**src/rtl/trace_capture_unit.sv**
```systemverilog
// Trace capture unit: records instruction fetches and watched memory writes into a FIFO.
// Optional TRACE_TIMESTAMP_EN appends a 16-bit cycle stamp to each entry's LSBs.
module trace_capture_unit #(
  parameter int DATA_W      = 28,
  parameter int OPC_W       = 5,
  parameter int ADDR_W      = 8,
  parameter int NUM_CH      = 4,
  parameter int DEPTH       = 16,
  parameter int CAPTURE_LEN = 64,
  localparam int CH_W       = (NUM_CH > 1) ? $clog2(NUM_CH) : 1,
  localparam int PTR_W      = $clog2(DEPTH),
  localparam int LVL_W      = $clog2(DEPTH) + 1,
`ifdef TRACE_TIMESTAMP_EN
  localparam int TS_W       = 16,
`else
  localparam int TS_W       = 0,
`endif
  localparam int ENTRY_W    = 1 + OPC_W + DATA_W + TS_W
) (
  input  logic               clk_i,
  input  logic               rst_ni,
  input  logic [OPC_W-1:0]   opcode_i,
  input  logic               ir_write_i,
  input  logic [DATA_W-1:0]  pc_i,
  input  logic               mem_we_i,
  input  logic [ADDR_W-1:0]  mem_addr_i,
  input  logic [DATA_W-1:0]  mem_wdata_i,
  input  logic               cfg_we_i,
  input  logic [CH_W-1:0]    cfg_ch_i,
  input  logic [ADDR_W-1:0]  cfg_addr_i,
  input  logic               cfg_en_i,
  input  logic               arm_i,
  input  logic               stop_i,
  input  logic               clear_i,
  input  logic [OPC_W-1:0]   trig_opcode_i,
  output logic               t_valid_o,
  output logic [ENTRY_W-1:0] t_data_o,
  input  logic               t_ready_i,
  output logic [1:0]         state_o,
  output logic [LVL_W-1:0]   level_o,
  output logic [7:0]         ovf_cnt_o
);
  localparam int CNT_W = $clog2(CAPTURE_LEN + 1);

  typedef enum logic [1:0] {IDLE = 2'd0, ARMED = 2'd1, CAPTURE = 2'd2, DONE = 2'd3} state_e;

  state_e              state_q, state_d;
  logic [ADDR_W-1:0]   ch_addr_q [NUM_CH];
  logic [NUM_CH-1:0]   ch_en_q;
  logic [ENTRY_W-1:0]  mem_q [DEPTH];
  logic [PTR_W-1:0]    wr_ptr_q, rd_ptr_q;
  logic [LVL_W-1:0]    level_q, level_d;
  logic [7:0]          ovf_q, ovf_d;
  logic [CNT_W-1:0]    cnt_q, cnt_d;
  logic [ENTRY_W-1:0]  skid_q, skid_d;
  logic                skid_v_q, skid_v_d;

  logic                hit_found, hit_ev, instr_ev, trig_fire, hit_drop;
  logic [CH_W-1:0]     hit_ch;
  logic [ENTRY_W-1:0]  instr_entry, hit_entry, push_entry;
  logic                push_req, push_ok, pop, full, drop_full, cap_push, len_hit, arm_ok;
  logic [8:0]          ovf_sum;

`ifdef TRACE_TIMESTAMP_EN
  logic [15:0] ts_q;
  always_ff @(posedge clk_i or negedge rst_ni) begin
    if (!rst_ni) ts_q <= '0;
    else         ts_q <= ts_q + 16'd1;
  end
  assign instr_entry = {1'b0, opcode_i, pc_i, ts_q};
  assign hit_entry   = {1'b1, OPC_W'(hit_ch), mem_wdata_i, ts_q};
`else
  assign instr_entry = {1'b0, opcode_i, pc_i};
  assign hit_entry   = {1'b1, OPC_W'(hit_ch), mem_wdata_i};
`endif

  // Descending scan so the lowest matching channel is the one left standing.
  always_comb begin
    hit_found = 1'b0;
    hit_ch    = '0;
    for (int i = NUM_CH - 1; i >= 0; i--) begin
      if (ch_en_q[i] && (ch_addr_q[i] == mem_addr_i)) begin
        hit_found = 1'b1;
        hit_ch    = CH_W'(i);
      end
    end
  end

  assign trig_fire = (state_q == ARMED) && ir_write_i && (opcode_i == trig_opcode_i);
  assign instr_ev  = ir_write_i && ((state_q == CAPTURE) || trig_fire);
  assign hit_ev    = mem_we_i && (state_q == CAPTURE) && hit_found;

  // One push per cycle; a pending skid entry always goes first to keep order.
  always_comb begin
    push_req   = 1'b0;
    push_entry = '0;
    skid_d     = skid_q;
    skid_v_d   = skid_v_q;
    hit_drop   = 1'b0;
    if (skid_v_q) begin
      push_req   = 1'b1;
      push_entry = skid_q;
      skid_v_d   = 1'b0;
      if (instr_ev) begin
        skid_d   = instr_entry;
        skid_v_d = 1'b1;
      end
      hit_drop = hit_ev;
    end else if (instr_ev) begin
      push_req   = 1'b1;
      push_entry = instr_entry;
      if (hit_ev) begin
        skid_d   = hit_entry;
        skid_v_d = 1'b1;
      end
    end else if (hit_ev) begin
      push_req   = 1'b1;
      push_entry = hit_entry;
    end
  end

  assign t_valid_o = (level_q != '0);
  assign t_data_o  = mem_q[rd_ptr_q];
  assign full      = (level_q == LVL_W'(DEPTH));
  assign pop       = t_valid_o && t_ready_i;
  assign push_ok   = push_req && !clear_i && (!full || pop);
  assign drop_full = push_req && !clear_i && full && !pop;
  assign cap_push  = push_ok && ((state_q == CAPTURE) || trig_fire);
  assign len_hit   = cap_push && (cnt_q == CNT_W'(CAPTURE_LEN - 1));
  assign arm_ok    = arm_i && !clear_i && ((state_q == IDLE) || (state_q == DONE));

  always_comb begin
    state_d = state_q;
    if (clear_i) begin
      state_d = IDLE;
    end else begin
      case (state_q)
        IDLE, DONE: if (arm_i) state_d = ARMED;
        ARMED:      if (trig_fire) state_d = len_hit ? DONE : CAPTURE;
        CAPTURE:    if (stop_i || len_hit) state_d = DONE;
        default:    state_d = IDLE;
      endcase
    end
  end

  always_comb begin
    level_d = level_q;
    if (push_ok && !pop)      level_d = level_q + LVL_W'(1);
    else if (!push_ok && pop) level_d = level_q - LVL_W'(1);
    ovf_sum = {1'b0, ovf_q} + 9'(drop_full) + 9'(hit_drop && !clear_i);
    ovf_d   = (ovf_sum > 9'd255) ? 8'hFF : ovf_sum[7:0];
    cnt_d   = cnt_q;
    if (arm_ok)        cnt_d = '0;
    else if (cap_push) cnt_d = cnt_q + CNT_W'(1);
  end

  always_ff @(posedge clk_i or negedge rst_ni) begin
    if (!rst_ni) begin
      state_q  <= IDLE;
      wr_ptr_q <= '0;
      rd_ptr_q <= '0;
      level_q  <= '0;
      ovf_q    <= '0;
      cnt_q    <= '0;
      skid_q   <= '0;
      skid_v_q <= 1'b0;
    end else begin
      state_q <= state_d;
      skid_q  <= skid_d;
      if (clear_i) begin
        wr_ptr_q <= '0;
        rd_ptr_q <= '0;
        level_q  <= '0;
        ovf_q    <= '0;
        cnt_q    <= '0;
        skid_v_q <= 1'b0;
      end else begin
        if (push_ok) wr_ptr_q <= wr_ptr_q + PTR_W'(1);
        if (pop)     rd_ptr_q <= rd_ptr_q + PTR_W'(1);
        level_q  <= level_d;
        ovf_q    <= ovf_d;
        cnt_q    <= cnt_d;
        skid_v_q <= skid_v_d;
      end
    end
  end

  always_ff @(posedge clk_i or negedge rst_ni) begin
    if (!rst_ni) begin
      for (int i = 0; i < NUM_CH; i++) ch_addr_q[i] <= '0;
      ch_en_q <= '0;
    end else if (cfg_we_i && (int'(cfg_ch_i) < NUM_CH)) begin
      ch_addr_q[cfg_ch_i] <= cfg_addr_i;
      ch_en_q[cfg_ch_i]   <= cfg_en_i;
    end
  end

  always_ff @(posedge clk_i) begin
    if (push_ok) mem_q[wr_ptr_q] <= push_entry;
  end

  assign state_o   = state_q;
  assign level_o   = level_q;
  assign ovf_cnt_o = ovf_q;
endmodule

```
**config.mk**
```make
export PLATFORM = sky130hd
export DESIGN_NAME = trace_capture_unit
export DESIGN_NICKNAME = d
export VERILOG_FILES = /design/src/rtl/trace_capture_unit.sv
export SDC_FILE = /design/constraint.sdc
export NUM_CORES = 1
export LEC_CHECK = 0
export CORE_MARGIN = 3
export CORE_UTILIZATION = 25
export CTS_CLUSTER_DIAMETER = 30
export DETAILED_ROUTE_END_ITERATION = 10
export SYNTH_ARGS = -nofsm -noshare
export SYNTH_HDL_FRONTEND = slang
export SYNTH_SLANG_ARGS = --single-unit
```
**constraint.sdc**
```tcl
create_clock -name clk_i -period 4.2 [get_ports clk_i]
set_input_delay 1.05 -clock clk_i [delete_from_list [all_inputs] [get_ports clk_i]]
set_output_delay 1.05 -clock clk_i [all_outputs]
set_load 0.05 [all_outputs]
```
==> results.md, run 1 <==
Status:
- The flow ran to the end, and the final reports show no timing, DRC or antenna violations.

Cells and area:
- The net count of the finished layout is 1780.
- The fill cell instance count of the final layout is 10020.
- The multi-input combinational cell area is 7392 um2.
- The final core area utilization is 0.3268.
- In the final layout, the share of cells above drive strength 1 is 0.3618.
- The sequential cells in the finished layout cover a total of 18880 um2.
- The area growth from synthesis to layout is 29.48%.

Timing:
- The final clock period utilization by the worst path is 0.9533.
- The clock period minus final worst setup slack is 4.004 ns.
- The maximum operating frequency is 249.8 MHz.
- The count of final max-slew check failures is 0.
- Clock skew on the completed layout was measured at 0.05042 ns.
- The final number of hold-violating endpoints was 0.
- Measured against its own limit, the worst slew margin works out to 0.4240.
- Setup repair after global routing left no endpoint under its margin.
- The final count of negative-setup-slack endpoints is 0.
- The transition time of the tightest slew-check pin is 0.8639 ns.

Synth:
- Summed over all instances, the cell type with the most area after synthesis is sky130_fd_sc_hd__edfxtp_1.
- The share of the Yosys chip area taken by registers is 0.7089.
- The synthesized cell area is 26610 um2.
- The synthesized instance count is 1375.
- The synthesized area per cell is 19.35 um2.
- After synthesis the netlist holds a flip-flop and latch count of 645.
- The most used flip-flop cell after synthesis is sky130_fd_sc_hd__edfxtp_1.
- The count of cell types in the netlist is 62.
- Of all flip-flops after synthesis, the portion carrying an async set or reset was 0.1566.
- The count of flip-flops with a built-in enable after synthesis is 544.
- The post-synthesis net count is 1483.
- After synthesis, the cell types taking the most area are sky130_fd_sc_hd__edfxtp_1, sky130_fd_sc_hd__mux4_2, sky130_fd_sc_hd__dfrtp_1.
- For this run, the number of Yosys warnings is 0.
- Of the post-synthesis cell area, the dominant cell type holds 0.6139.

Floorplanning:
- The floorplan step defined a die boundary enclosing 110400 um2.
- From left edge to right edge, the die measures 332.2 um.
- The row count is 119.
- The starting utilization of the core area is 0.2524.
- Measured along the y axis, the die boundary spans 332.2 um.
- The number of placed I/O pins is 144.
- The core region is 105400 um2.

CTS:
- The post-CTS resize count is 0.
- The clock sink count is 645.
- The CTS root buffer is sky130_fd_sc_hd__clkbuf_16.
- The clock passes through at most 3 buffers.
- TritonCTS built the clock tree.
- The clock transition at the register clock pins on the worst setup and hold paths after CTS is 0.05 ns.
- The CTS H-tree depth is 3.
- The insertion delay to the later sink of the worst-skew pair is 0.66 ns.
- In this run, CTS created clock tree buffers numbering 102.

Global routing:
- The first global-routing pass estimated 100.3 mm of wire.
- The via count of the first global-routing pass is 15360.
- The largest net degree at the start of global routing is 77.
- The initial antenna violation count is 0.
- For this run, the total global-route usage over all layers was measured as 0.1210.
- The remaining global-route overflow is 0.

Power:
- The completed layout was analyzed and its total power is 19.63 mW.
- In this run the power density over the cells is 569.8 nW/um2.
- The leakage power is 11.60 nW.
- The worst-case vdd ir drop is 0.4035 mV.

Route:
- The remaining number of nets flagged by the antenna check after routing is 0.
- The detailed router finished its first iteration with 1054 violations.
- The first TritonRoute pass finished after 5 iterations.
- The average routed wire per standard cell is 21.31 um.
- Wires add up to 67.11 mm.
- The final route contains 14280 vias.
- After detailed routing, the number of vias per cell comes to 4.532.
- The total DRC errors in the routed layout is 0.

Placed design:
- Detailed placement ended at an HPWL of 41.84 mm.
- The routability congestion estimate is 0.7866.
- The count of buffers added on input and output ports is 143.

Critical path:
- The largest incremental delay on the critical path is 0.68 ns.
- The critical path goes through buf_12, mux4_2, mux4_2, buf_12.
- The worst setup path is captured at a primary output.
- The slowest stage of the critical path is the sky130_fd_sc_hd__dfrtp_4 cell.
- The maximum fanout along the worst path is 22.
- The category of the most critical setup path is register to primary output.
- The number of buffer and inverter instances along the worst setup path is 2.
- The worst setup path is launched from a register.
- The required time of the critical path is 3.15 ns.
- The kind of cell with the highest combined delay along the critical path is multiplexers.
- STA puts the critical path data arrival time at 2.95 ns.

Worst hold path:
- In this run the worst hold path is classified as input port to async pin.

Flow run:
- Across the run, the number of max-cap violations was 0.
## routing by layer
layer	vias to the layer above	GRT usage	wire (um)
met5	-	0	0
met4	0	0.02626	1077
met3	91	0.03174	4751
li1	6219	-	-
met1	7498	0.1661	29550
met2	469	0.1932	31730
## cells in the final DEF, fill, tap and decap left out, drive strengths merged, types with 35 or more instances in the layout
cell,n
buf,161
mux4,170
clkbuf,111
mux2,97
o21ai,45
nand2,59
dfrtp,101
clkdlybuf4s50,108
edfxtp,544
clkinv,35
inv,37
## worst register-to-register path, stage by stage, from the launching register on
cell and delay (ns):
sky130_fd_sc_hd__dfrtp_1 0.43, sky130_fd_sc_hd__or4_4 0.54, sky130_fd_sc_hd__or2_1 0.26, sky130_fd_sc_hd__and2_1 0.30, sky130_fd_sc_hd__nor4_1 0.39, sky130_fd_sc_hd__inv_1 0.11, sky130_fd_sc_hd__ha_1 0.33, sky130_fd_sc_hd__nor2b_1 0.15
sky130_fd_sc_hd__o21ai_0 0.13, sky130_fd_sc_hd__nand2b_1 0.10, sky130_fd_sc_hd__nor2_1 0.15, sky130_fd_sc_hd__nand2_1 0.08, sky130_fd_sc_hd__mux2i_1 0.17, sky130_fd_sc_hd__a211oi_1 0.07
## path summary, 6_finish.rpt
path	to	slack, ns	cells past startpoint	start
hold / removal	ch_addr_q[24]	0.39	1	rst_ni
min in group clk_i	skid_q[30]	0.49	1	skid_q[30]
setup / recovery	t_data_o[25]	0.20	4	rd_ptr_q[0]
max in group asynchronous	skid_q[31]	3.00	2	rst_ni
setup reg to reg	level_o[4]	0.86	13	level_o[0]
hold reg to reg	skid_q[30]	0.49	1	skid_q[30]
## synth_stat cells (all sizes together) (3+ instances only)
master  count
buf        31
nor3        7
mux4      170
xnor2      22
or2         3
a32o        3
nor2       18
ha         12
nor2b       6
and3       18
mux2i       6
nor4        4
o31ai       3
and4        6
mux2       97
nand2      59
a21oi      21
nand4       8
inv        14
nand3b      4
o21ai      45
dfrtp     101
nand3      13
clkbuf     45
and2       29
nor3b       3
a31oi      29
edfxtp    544
xor2       25
or3         6
## area by class of cell
| class | count | area share |
|---|---|---|
| clock buffer | 111 | 0.07721 |
| timing repair buffer | 269 | 0.08011 |
| sequential | 645 | 0.5479 |
| inverter | 14 | 0.001525 |
| antenna | 1 | 0.00007263 |
| clock inverter | 79 | 0.02814 |
| multi-input combinational | 640 | 0.2145 |
| tap | 1391 | 0.05051 |
## cell families after synthesis
| kind of cell | after synthesis | synth area share |
|---|---|---|
| flops | 645 | 0.7089 |
| fa+ha+maj | 14 | 0.007147 |
| buf+inv | 90 | 0.01458 |
| mux | 273 | 0.1877 |
| compound gates | 115 | 0.02699 |
| simple gates | 191 | 0.03926 |
| xor+xnor | 47 | 0.01547 |
## flip-flops by register name, summed over array words and instances (netlist names)
register and flops:
mem_q 544, cnt_q 7, ovf_cnt_o 8, wr_ptr_q 4, state_o 2, skid_v_q 1
skid_q 34, ch_en_q 4, level_o 5, ch_addr_q 32, rd_ptr_q 4
## report_power, final
| group | total (mW) | internal [mW] | switching, mW | leakage (nW) |
|---|---|---|---|---|
| combinational | 3.68 | 1.73 | 1.95 | 3.58 |
| sequential | 7.30 | 7.13 | 0.170 | 6.27 |
| clock | 8.65 | 5.44 | 3.22 | 1.75 |
## what timing repair did
item,4_1_cts,5_1_grt
setup buffers,1,0
hold buffers,0,0
endpoints found under the setup margin,4,0
## per-stage QoR
| step | setup WS [ns] | area (um2) | cells | TNS (ns) | hold slack [ns] |
|---|---|---|---|---|---|
| after global placement | -0.1696 | 30810 | 2958 | -0.1696 | 0.4736 |
| after floorplan | 0.4552 | 26610 | 1375 | 0 | 0.4646 |
| after global routing | 0.07090 | 34450 | 3149 | 0 | 0.3843 |
| final | 0.1962 | 34450 | 3150 | 0 | 0.3947 |
| after detailed placement | -0.1346 | 30810 | 2958 | -0.8088 | 0.4825 |
| after CTS | 0.1041 | 34450 | 3149 | 0 | 0.3651 |
Power figures use the tool's default switching activity.
==> inputs of run 2 (changes only) <==
HOLD_SLACK_MARGIN = 0.1   (was not set)
clock period = 4.8 ns   (was 4.2 ns; I/O delays follow)
==> run 2 against run 1 <==
Against the previous run: global-route usage decreased by 0.37 points; final cell count shrank 0.95%; non-clock buffer count shrank 42; worst setup slack worse by 0.032 ns; flip-flop and latch count is the same; register-to-register slack better by 0.50 ns; critical path type unchanged; critical endpoint is now t_data_o[31].
==> results.md, run 2 (same netlist as run 1, synthesis figures left out) <==
Cells and area:
- The largest register by flop count is mem_q (unchanged).
- The fraction of layout instances using a drive strength above 1 was 0.3391 (was 0.3618).
- Top library cells by usage in the layout, fill and taps aside: sky130_fd_sc_hd__edfxtp_1, sky130_fd_sc_hd__mux4_2, sky130_fd_sc_hd__clkdlybuf4s50_1, sky130_fd_sc_hd__clkbuf_16, sky130_fd_sc_hd__dfrtp_1 (was sky130_fd_sc_hd__edfxtp_1, sky130_fd_sc_hd__mux4_2, sky130_fd_sc_hd__buf_4, sky130_fd_sc_hd__clkdlybuf4s50_1, sky130_fd_sc_hd__clkbuf_16).
- Largest registers: mem_q (544), skid_q (34), ch_addr_q (32) (unchanged).
- The post-layout instance count excluding filler cells is 3120 (was 3150).
- The fill cell instance count of the final layout was 10080 (was 10020).
- The area of all placed cells without fillers is 34000 um2 (was 34450 um2).
- The area growth from synthesis to layout was 27.77% (was 29.48%).
- The number of flip-flops in the largest register is 544 (unchanged).
- The total number of nets in the final design came to 1743 (was 1780).
- The most common cell after layout, fill and taps aside is sky130_fd_sc_hd__edfxtp_1 (unchanged).

Critical path:
- The most numerous cell type found on the critical path is sky130_fd_sc_hd__mux4_2.
- The category of the most critical setup path is register to primary output (unchanged).
- The data arrival at the endpoint of the critical path is 3.44 ns (was 2.95 ns).
- The largest incremental delay on the critical path is 0.78 ns (was 0.68 ns).
- The capturing element of the worst setup path is t_data_o[31] (was t_data_o[25]).
- The path depth of the worst reg2reg path came to 13 (unchanged).
- The startpoint kind of the worst setup timing path is a register (unchanged).
- The internal reg-to-reg setup slack is 1.36 ns (was 0.86 ns).
- The library cell contributing the largest single delay on the critical path is sky130_fd_sc_hd__clkdlybuf4s50_1 (was sky130_fd_sc_hd__dfrtp_4).
- The reg-to-reg startpoint was level_o[0] (unchanged).
- The maximum fanout along the worst path came to 20 (was 22).
- The count of cell instances traversed by the critical path is 4 (unchanged).
- The launch point of the critical path is rd_ptr_q[0] (unchanged).
- The critical path capture point type is a primary output (unchanged).
- The cell class contributing the biggest share of worst-path delay was multiplexers (unchanged).
- The end of the worst register-to-register path is level_o[4] (unchanged).
- The number of buffer and inverter instances along the worst setup path is 2 (unchanged).
- Sequence of cells on the critical path: buf_12, mux4_2, mux4_2, clkdlybuf4s50_1 (was buf_12, mux4_2, mux4_2, buf_12).
- The required time of the critical path is 3.60 ns (was 3.15 ns).

Timing:
- The total negative setup slack is 0 ns (unchanged).
- The routed design could run at a clock period as short as 4.636 ns.
- The final setup slack of the worst path is 0.1642 ns (was 0.1962 ns).
- The final setup skew is 0.03593 ns (was 0.05042 ns).
- The maximum operating frequency is 215.7 MHz.
- The final clock period utilization by the worst path is 0.9658.
- RSZ-0062 raised after global routing: no (unchanged).
- The final number of hold-violating endpoints is 0 (unchanged).
- The final count of negative-setup-slack endpoints was 0 (unchanged).
- The transition time of the tightest slew-check pin was 1.107 ns (was 0.8639 ns).
- The count of final max-slew check failures came to 0 (unchanged).
- The worst max-slew margin expressed relative to the limit is 0.2623 (was 0.4240).

Power:
- The power consumption is 17.07 mW (was 19.63 mW).
- The worst-case vdd ir drop is 0.3073 mV (was 0.4035 mV).
- The leakage power is 11.36 nW (was 11.60 nW).
- The power per cell area is 502.1 nW/um2 (was 569.8 nW/um2).

Floorplanning:
- The core outline area is 105400 um2 (unchanged).
- The number of placed I/O pins is 144 (unchanged).
- The horizontal die dimension is 332.2 um (unchanged).
- The area enclosed by the die boundary is 110400 um2 (unchanged).
- The starting utilization of the core area is 0.2524 (unchanged).
- The row count is 119 (unchanged).
- The die outline height came to 332.2 um (unchanged).

CTS:
- The number of setup buffers added after CTS is 0 (was 1).
- The insertion delay to the later sink of the worst-skew pair came to 0.66 ns (about the same).
- The maximum clock path buffer count is 3 (unchanged).
- The post-CTS resize count was 0 (unchanged).
- The clock buffer count from CTS is 107 (was 102).
- The clock transition at the register clock pins on the worst setup and hold paths after CTS is 0.05 ns (about the same).
- The CTS root buffer is sky130_fd_sc_hd__clkbuf_16 (unchanged).
- The clock sink count was 645 (unchanged).
- The CTS tree was done (unchanged).
- The total of hold buffers inserted after clock tree synthesis came to 0 (unchanged).
- The CTS H-tree depth came to 3 (unchanged).

Status:
- Outcome: completed (unchanged).

Route:
- The total via count in the routed design is 14190 (was 14280).
- The detailed-routing wirelength on met1 was 29.19 mm (was 29.55 mm).
- The vias per cell was 4.548 (was 4.532).
- The average routed wire per standard cell is 20.92 um (was 21.31 um).
- The wire length on met2 is 30.49 mm (was 31.73 mm).
- The topmost layer with routed signal wires was met4 (unchanged).
- The length of routed met3 wiring is 4.242 mm (was 4.751 mm).
- The DRC violation total after the first TritonRoute iteration is 1094 (was 1054).
- The iteration count of the initial detailed-routing pass is 5 (unchanged).
- The total DRC errors in the routed layout is 0 (unchanged).
- The total wire length came to 65.28 mm (was 67.11 mm).
- The remaining number of nets flagged by the antenna check after routing was 0 (unchanged).

Placed design:
- The routability congestion estimate is 0.7471 (was 0.7866).
- The final HPWL from detailed placement was 38.07 mm (was 41.84 mm).
- The placement-stage worst setup slack is 0.1770 ns (was -0.1346 ns).
- The total of buffers placed on input and output ports is 143 (unchanged).
- The placed instance count is 2917 (was 2958).
- The placed instance area was 30340 um2 (was 30810 um2).

Global routing:
- The initial antenna violation count is 0 (unchanged).
- The via count of the first global-routing pass is 14780 (was 15360).
- The global-route wire length before repair came to 97.47 mm (was 100.3 mm).
- The remaining global-route overflow is 0 (unchanged).
- The total global-route track usage came to 0.1174 (was 0.1210).
- The largest net degree at the start of global routing is 99 (was 77).

Flow run:
- The number of max-capacitance violations reported is 0 (unchanged).

Worst hold path:
- The worst min-delay path category is register to register (was input port to async pin).
==> run 2: worst register-to-register path, cell delays in order (launching register included) <==
cell,delay [ns]
sky130_fd_sc_hd__dfrtp_1,0.43
sky130_fd_sc_hd__or4_4,0.54
sky130_fd_sc_hd__or2_1,0.26
sky130_fd_sc_hd__and2_1,0.30
sky130_fd_sc_hd__nor4_1,0.48
sky130_fd_sc_hd__inv_1,0.16
sky130_fd_sc_hd__ha_1,0.34
sky130_fd_sc_hd__nor2b_1,0.14
sky130_fd_sc_hd__o21ai_0,0.15
sky130_fd_sc_hd__nand2b_1,0.11
sky130_fd_sc_hd__nor2_1,0.14
sky130_fd_sc_hd__nand2_1,0.07
sky130_fd_sc_hd__mux2i_1,0.14
sky130_fd_sc_hd__a211oi_1,0.07
==> run 2: final cells by class <==
cell class	count	area [um2]	area share
Sequential cell	645	18880	0.5552
Clock inverter	81	859.6	0.02528
Antenna cell	1	2.502	0.00007361
Timing Repair Buffer	227	2277	0.06698
Tap cell	1391	1740	0.05119
Multi-Input combinational cell	640	7397	0.2176
Inverter	14	52.55	0.001546
Clock buffer	121	2791	0.08211
==> run 2: layer usage <==
metal,GRT usage,vias up
met1,0.1626,7473
met4,0.03015,0
met5,0,-
met3,0.03011,101
li1,-,6150
met2,0.1838,467
==> run 2: per-stage QoR <==
stage / hold slack [ns] / utilization
6_report: 0.4885 / 0.3225
5_1_grt: 0.5075 / 0.3225
3_3_place_gp: 0.4749 / 0.2879
4_1_cts: 0.4923 / 0.3225
2_1_floorplan: 0.4646 / -
3_5_place_dp: 0.4819 / 0.2879
==> run 2: worst min-delay path by stage <==
stage,to,slack [ns],cells past startpoint,start
final,skid_q[1],0.49,1,skid_q[1]
after global routing,skid_q[6],0.51,1,skid_q[6]
after CTS,skid_q[32],0.49,1,skid_q[32]
after detailed placement,skid_q[1],0.48,1,skid_q[1]
after global placement,skid_q[30],0.47,1,skid_q[30]
after floorplan,skid_q[1],0.46,1,skid_q[1]
==> run 2: power by group <==
| group | internal (mW) | switching [mW] |
|---|---|---|
| combinational | 1.46 | 1.64 |
| sequential | 6.24 | 0.173 |
| clock | 4.82 | 2.73 |
==> inputs of run 3 (changes only) <==
GPL_TIMING_DRIVEN = 0   (was not set)
==> run 3 against run 2 <==
Against the previous run: total power is 0.69% higher; sequential share of layout area hardly changed; critical path depth is 1 higher; first-iteration DRC count increased by 57%; utilization is essentially flat; global-route usage increased by 1.2 points; combinational power up 6%; sequential power is 1% lower; hold slack gained 0.0083 ns; count of clock-buffer cells in the layout fell by 5; final area down 0.13%; critical endpoint is now t_data_o[16]; largest power group unchanged; highest routed layer is now met5.
==> results.md, run 3 (same netlist as run 1, synthesis figures left out) <==
Status:
- Outcome: completed (unchanged).

Timing:
- The count of final max-slew check failures is 0 (unchanged).
- The final clock period utilization by the worst path is 0.9725 (was 0.9658).
- The clock period minus final worst setup slack is 4.668 ns (was 4.636 ns).
- The final setup skew came to 0.04610 ns (was 0.03593 ns).
- The transition time of the tightest slew-check pin was 1.149 ns (was 1.107 ns).
- The maximum operating frequency is 214.2 MHz (was 215.7 MHz).
- The final count of negative-setup-slack endpoints is 0 (unchanged).
- The worst max-slew margin expressed relative to the limit is 0.2338 (was 0.2623).
- The final number of hold-violating endpoints came to 0 (unchanged).

Placed design:
- The total of buffers placed on input and output ports is 142 (was 143).
- The routability congestion estimate was 0.7915 (was 0.7471).
- The final HPWL from detailed placement is 47.88 mm (was 38.07 mm).
- The placed instance count was 2935 (was 2917).

Power:
- The power consumption came to 17.19 mW (was 17.07 mW).
- The share of total power in the clock network is 0.440 (was 0.442).
- The switching portion of total power is 0.2750 (was 0.2665).
- The fraction of power consumed by combinational cells is 0.192 (was 0.182).
- The worst-case vdd ir drop was 0.3612 mV (was 0.3073 mV).
- The net switching power figure is 4.726 mW (was 4.549 mW).
- The leakage power is 11.28 nW (was 11.36 nW).
- The power per cell area is 506.2 nW/um2 (was 502.1 nW/um2).
- The part of the power in registers is 0.368 (was 0.376).
- The cell-internal power is 12.46 mW (was 12.52 mW).

Cells and area:
- The sequential cell area in the final layout is 18860 um2 (was 18880 um2).
- Top library cells by usage in the layout, fill and taps aside: sky130_fd_sc_hd__edfxtp_1, sky130_fd_sc_hd__mux4_2, sky130_fd_sc_hd__clkdlybuf4s50_1, sky130_fd_sc_hd__clkbuf_16, sky130_fd_sc_hd__dfrtp_1 (unchanged).
- The fill cell instance count of the final layout is 10100 (was 10080).
- The largest register by flop count is mem_q (unchanged).
- The multi-input combinational cell area is 7425 um2 (was 7397 um2).
- Largest registers: mem_q (544), skid_q (34), ch_addr_q (32) (unchanged).
- The post-layout instance count excluding filler cells was 3131 (was 3120).
- The final core area utilization is 0.3221 (was 0.3225).
- The total number of nets in the final design was 1757 (was 1743).
- The number of flip-flops in the largest register is 544 (unchanged).
- The most common cell after layout, fill and taps aside is sky130_fd_sc_hd__edfxtp_1 (unchanged).
- The area growth from synthesis to layout came to 27.60% (was 27.77%).
- The fraction of layout instances using a drive strength above 1 is 0.3149 (was 0.3391).

Critical path:
- The path depth of the worst reg2reg path is 6 (was 13).
- The internal reg-to-reg setup slack was 0.51 ns (was 1.36 ns).
- The category of the most critical setup path is register to primary output (unchanged).
- The maximum fanout along the worst path was 10 (was 20).
- The required time of the critical path was 3.60 ns (about the same).
- The startpoint kind of the worst setup timing path is a register (unchanged).
- The critical path capture point type is a primary output (unchanged).
- The data arrival at the endpoint of the critical path is 3.47 ns (was 3.44 ns).

Worst hold path:
- The worst min-delay path category was register to register (unchanged).
- The depth of the worst hold-timing path is 1 (unchanged).

Global routing:
- The global-route wire length before repair was 105.0 mm (was 97.47 mm).
- The largest net degree at the start of global routing is 55 (was 99).
- The initial antenna violation count is 9 (was 0).
- The via count of the first global-routing pass is 15090 (was 14780).
- The total global-route track usage was 0.1299 (was 0.1174).
- The remaining global-route overflow is 0 (unchanged).

Route:
- The total wire length was 72.83 mm (was 65.28 mm).
- The DRC violation total after the first TritonRoute iteration came to 1720 (was 1094).
- The average routed wire per standard cell is 23.26 um (was 20.92 um).
- The vias per cell is 4.734 (was 4.548).
- The total DRC errors in the routed layout is 0 (unchanged).
- The iteration count of the initial detailed-routing pass came to 5 (unchanged).
- The remaining number of nets flagged by the antenna check after routing is 0 (unchanged).
- The total via count in the routed design is 14820 (was 14190).

Floorplanning:
- The number of placed I/O pins was 144 (unchanged).
- The horizontal die dimension came to 332.2 um (unchanged).
- The row count is 119 (unchanged).
- The die outline height was 332.2 um (unchanged).
- The starting utilization of the core area is 0.2524 (unchanged).
- The area enclosed by the die boundary was 110400 um2 (unchanged).
- The core outline area is 105400 um2 (unchanged).

Flow run:
- The number of max-capacitance violations reported is 0 (unchanged).

CTS:
- The clock transition at the register clock pins on the worst setup and hold paths after CTS is 0.05 ns (about the same).
- The clock sink count came to 645 (unchanged).
- The CTS H-tree depth was 3 (unchanged).
- The CTS root buffer is sky130_fd_sc_hd__clkbuf_16 (unchanged).
- The insertion delay to the later sink of the worst-skew pair came to 0.67 ns (was 0.66 ns).
- The CTS tree is done (unchanged).
- The total of hold buffers inserted after clock tree synthesis is 0 (unchanged).
- The maximum clock path buffer count is 3 (unchanged).
- The clock buffer count from CTS is 102 (was 107).
==> run 3: power by group through the flow <==
stage	clock [mW]	combinational, mW	sequential, mW
3_3_place_gp	0	3.30	6.43
5_1_grt	7.95	3.52	6.33
6_report	7.57	3.30	6.32
4_1_cts	7.68	3.34	6.32
3_5_place_dp	0	3.36	6.43
2_1_floorplan	0	2.19	6.48
==> run 3: timing repair <==
item | 4_1_cts | 5_1_grt
gates resized for setup | 107 | 21
buffers inserted | 0 | 0
endpoints found under the setup margin | 198 | 189
==> run 3: final timing paths <==
path	start	end
setup reg to reg	skid_v_q	mem_q[0][28]
hold / removal	skid_q[5]	skid_q[5]
max in group asynchronous	rst_ni	rd_ptr_q[3]
min in group asynchronous	rst_ni	ch_addr_q[12]
setup / recovery	rd_ptr_q[0]	t_data_o[16]
hold reg to reg	skid_q[5]	skid_q[5]
==> run 3: critical path, stage by stage, from the launching register on <==
cell and delay [ns]:
sky130_fd_sc_hd__dfrtp_1 0.37, sky130_fd_sc_hd__clkbuf_1 0.29, sky130_fd_sc_hd__clkdlybuf4s18_2 0.60, sky130_fd_sc_hd__mux4_2 0.59, sky130_fd_sc_hd__mux4_2 0.53, sky130_fd_sc_hd__dlygate4sd2_1 0.46
==> run 3: layer usage <==
layer  up-vias  global-route usage  wire (um)
met1      7810              0.1795      30600
met2       712              0.2033      33920
met4         4             0.03129       1246
met3       109             0.03512       7027
li1       6188                   -          -
met5         -                   0         29
==> run 3: layout make-up <==
cell class,count,share of cell area
well taps,1391,0.05126
plain buffers,76,0.01327
flip-flops and latches,645,0.5556
multi-input cells,640,0.2187
diodes,3,0.0002211
clock inverters,76,0.02900
inverters,14,0.001548
repair buffers,170,0.05314
clock buffers,116,0.07731
==> run 3: metrics by stage <==
step	worst slack (ns)	setup TNS (ns)	hold slack, ns	cell area [um2]
global route	-0.01566	-0.1272	0.5068	33950
global placement	-1.617	-1237.19	0.4745	29770
detailed placement	-1.014	-298.76	0.4853	30210
finish	0.1318	0	0.4968	33950
CTS	-0.0004330	-0.0004330	0.4988	33880
floorplan	0.9052	0	0.4646	26610
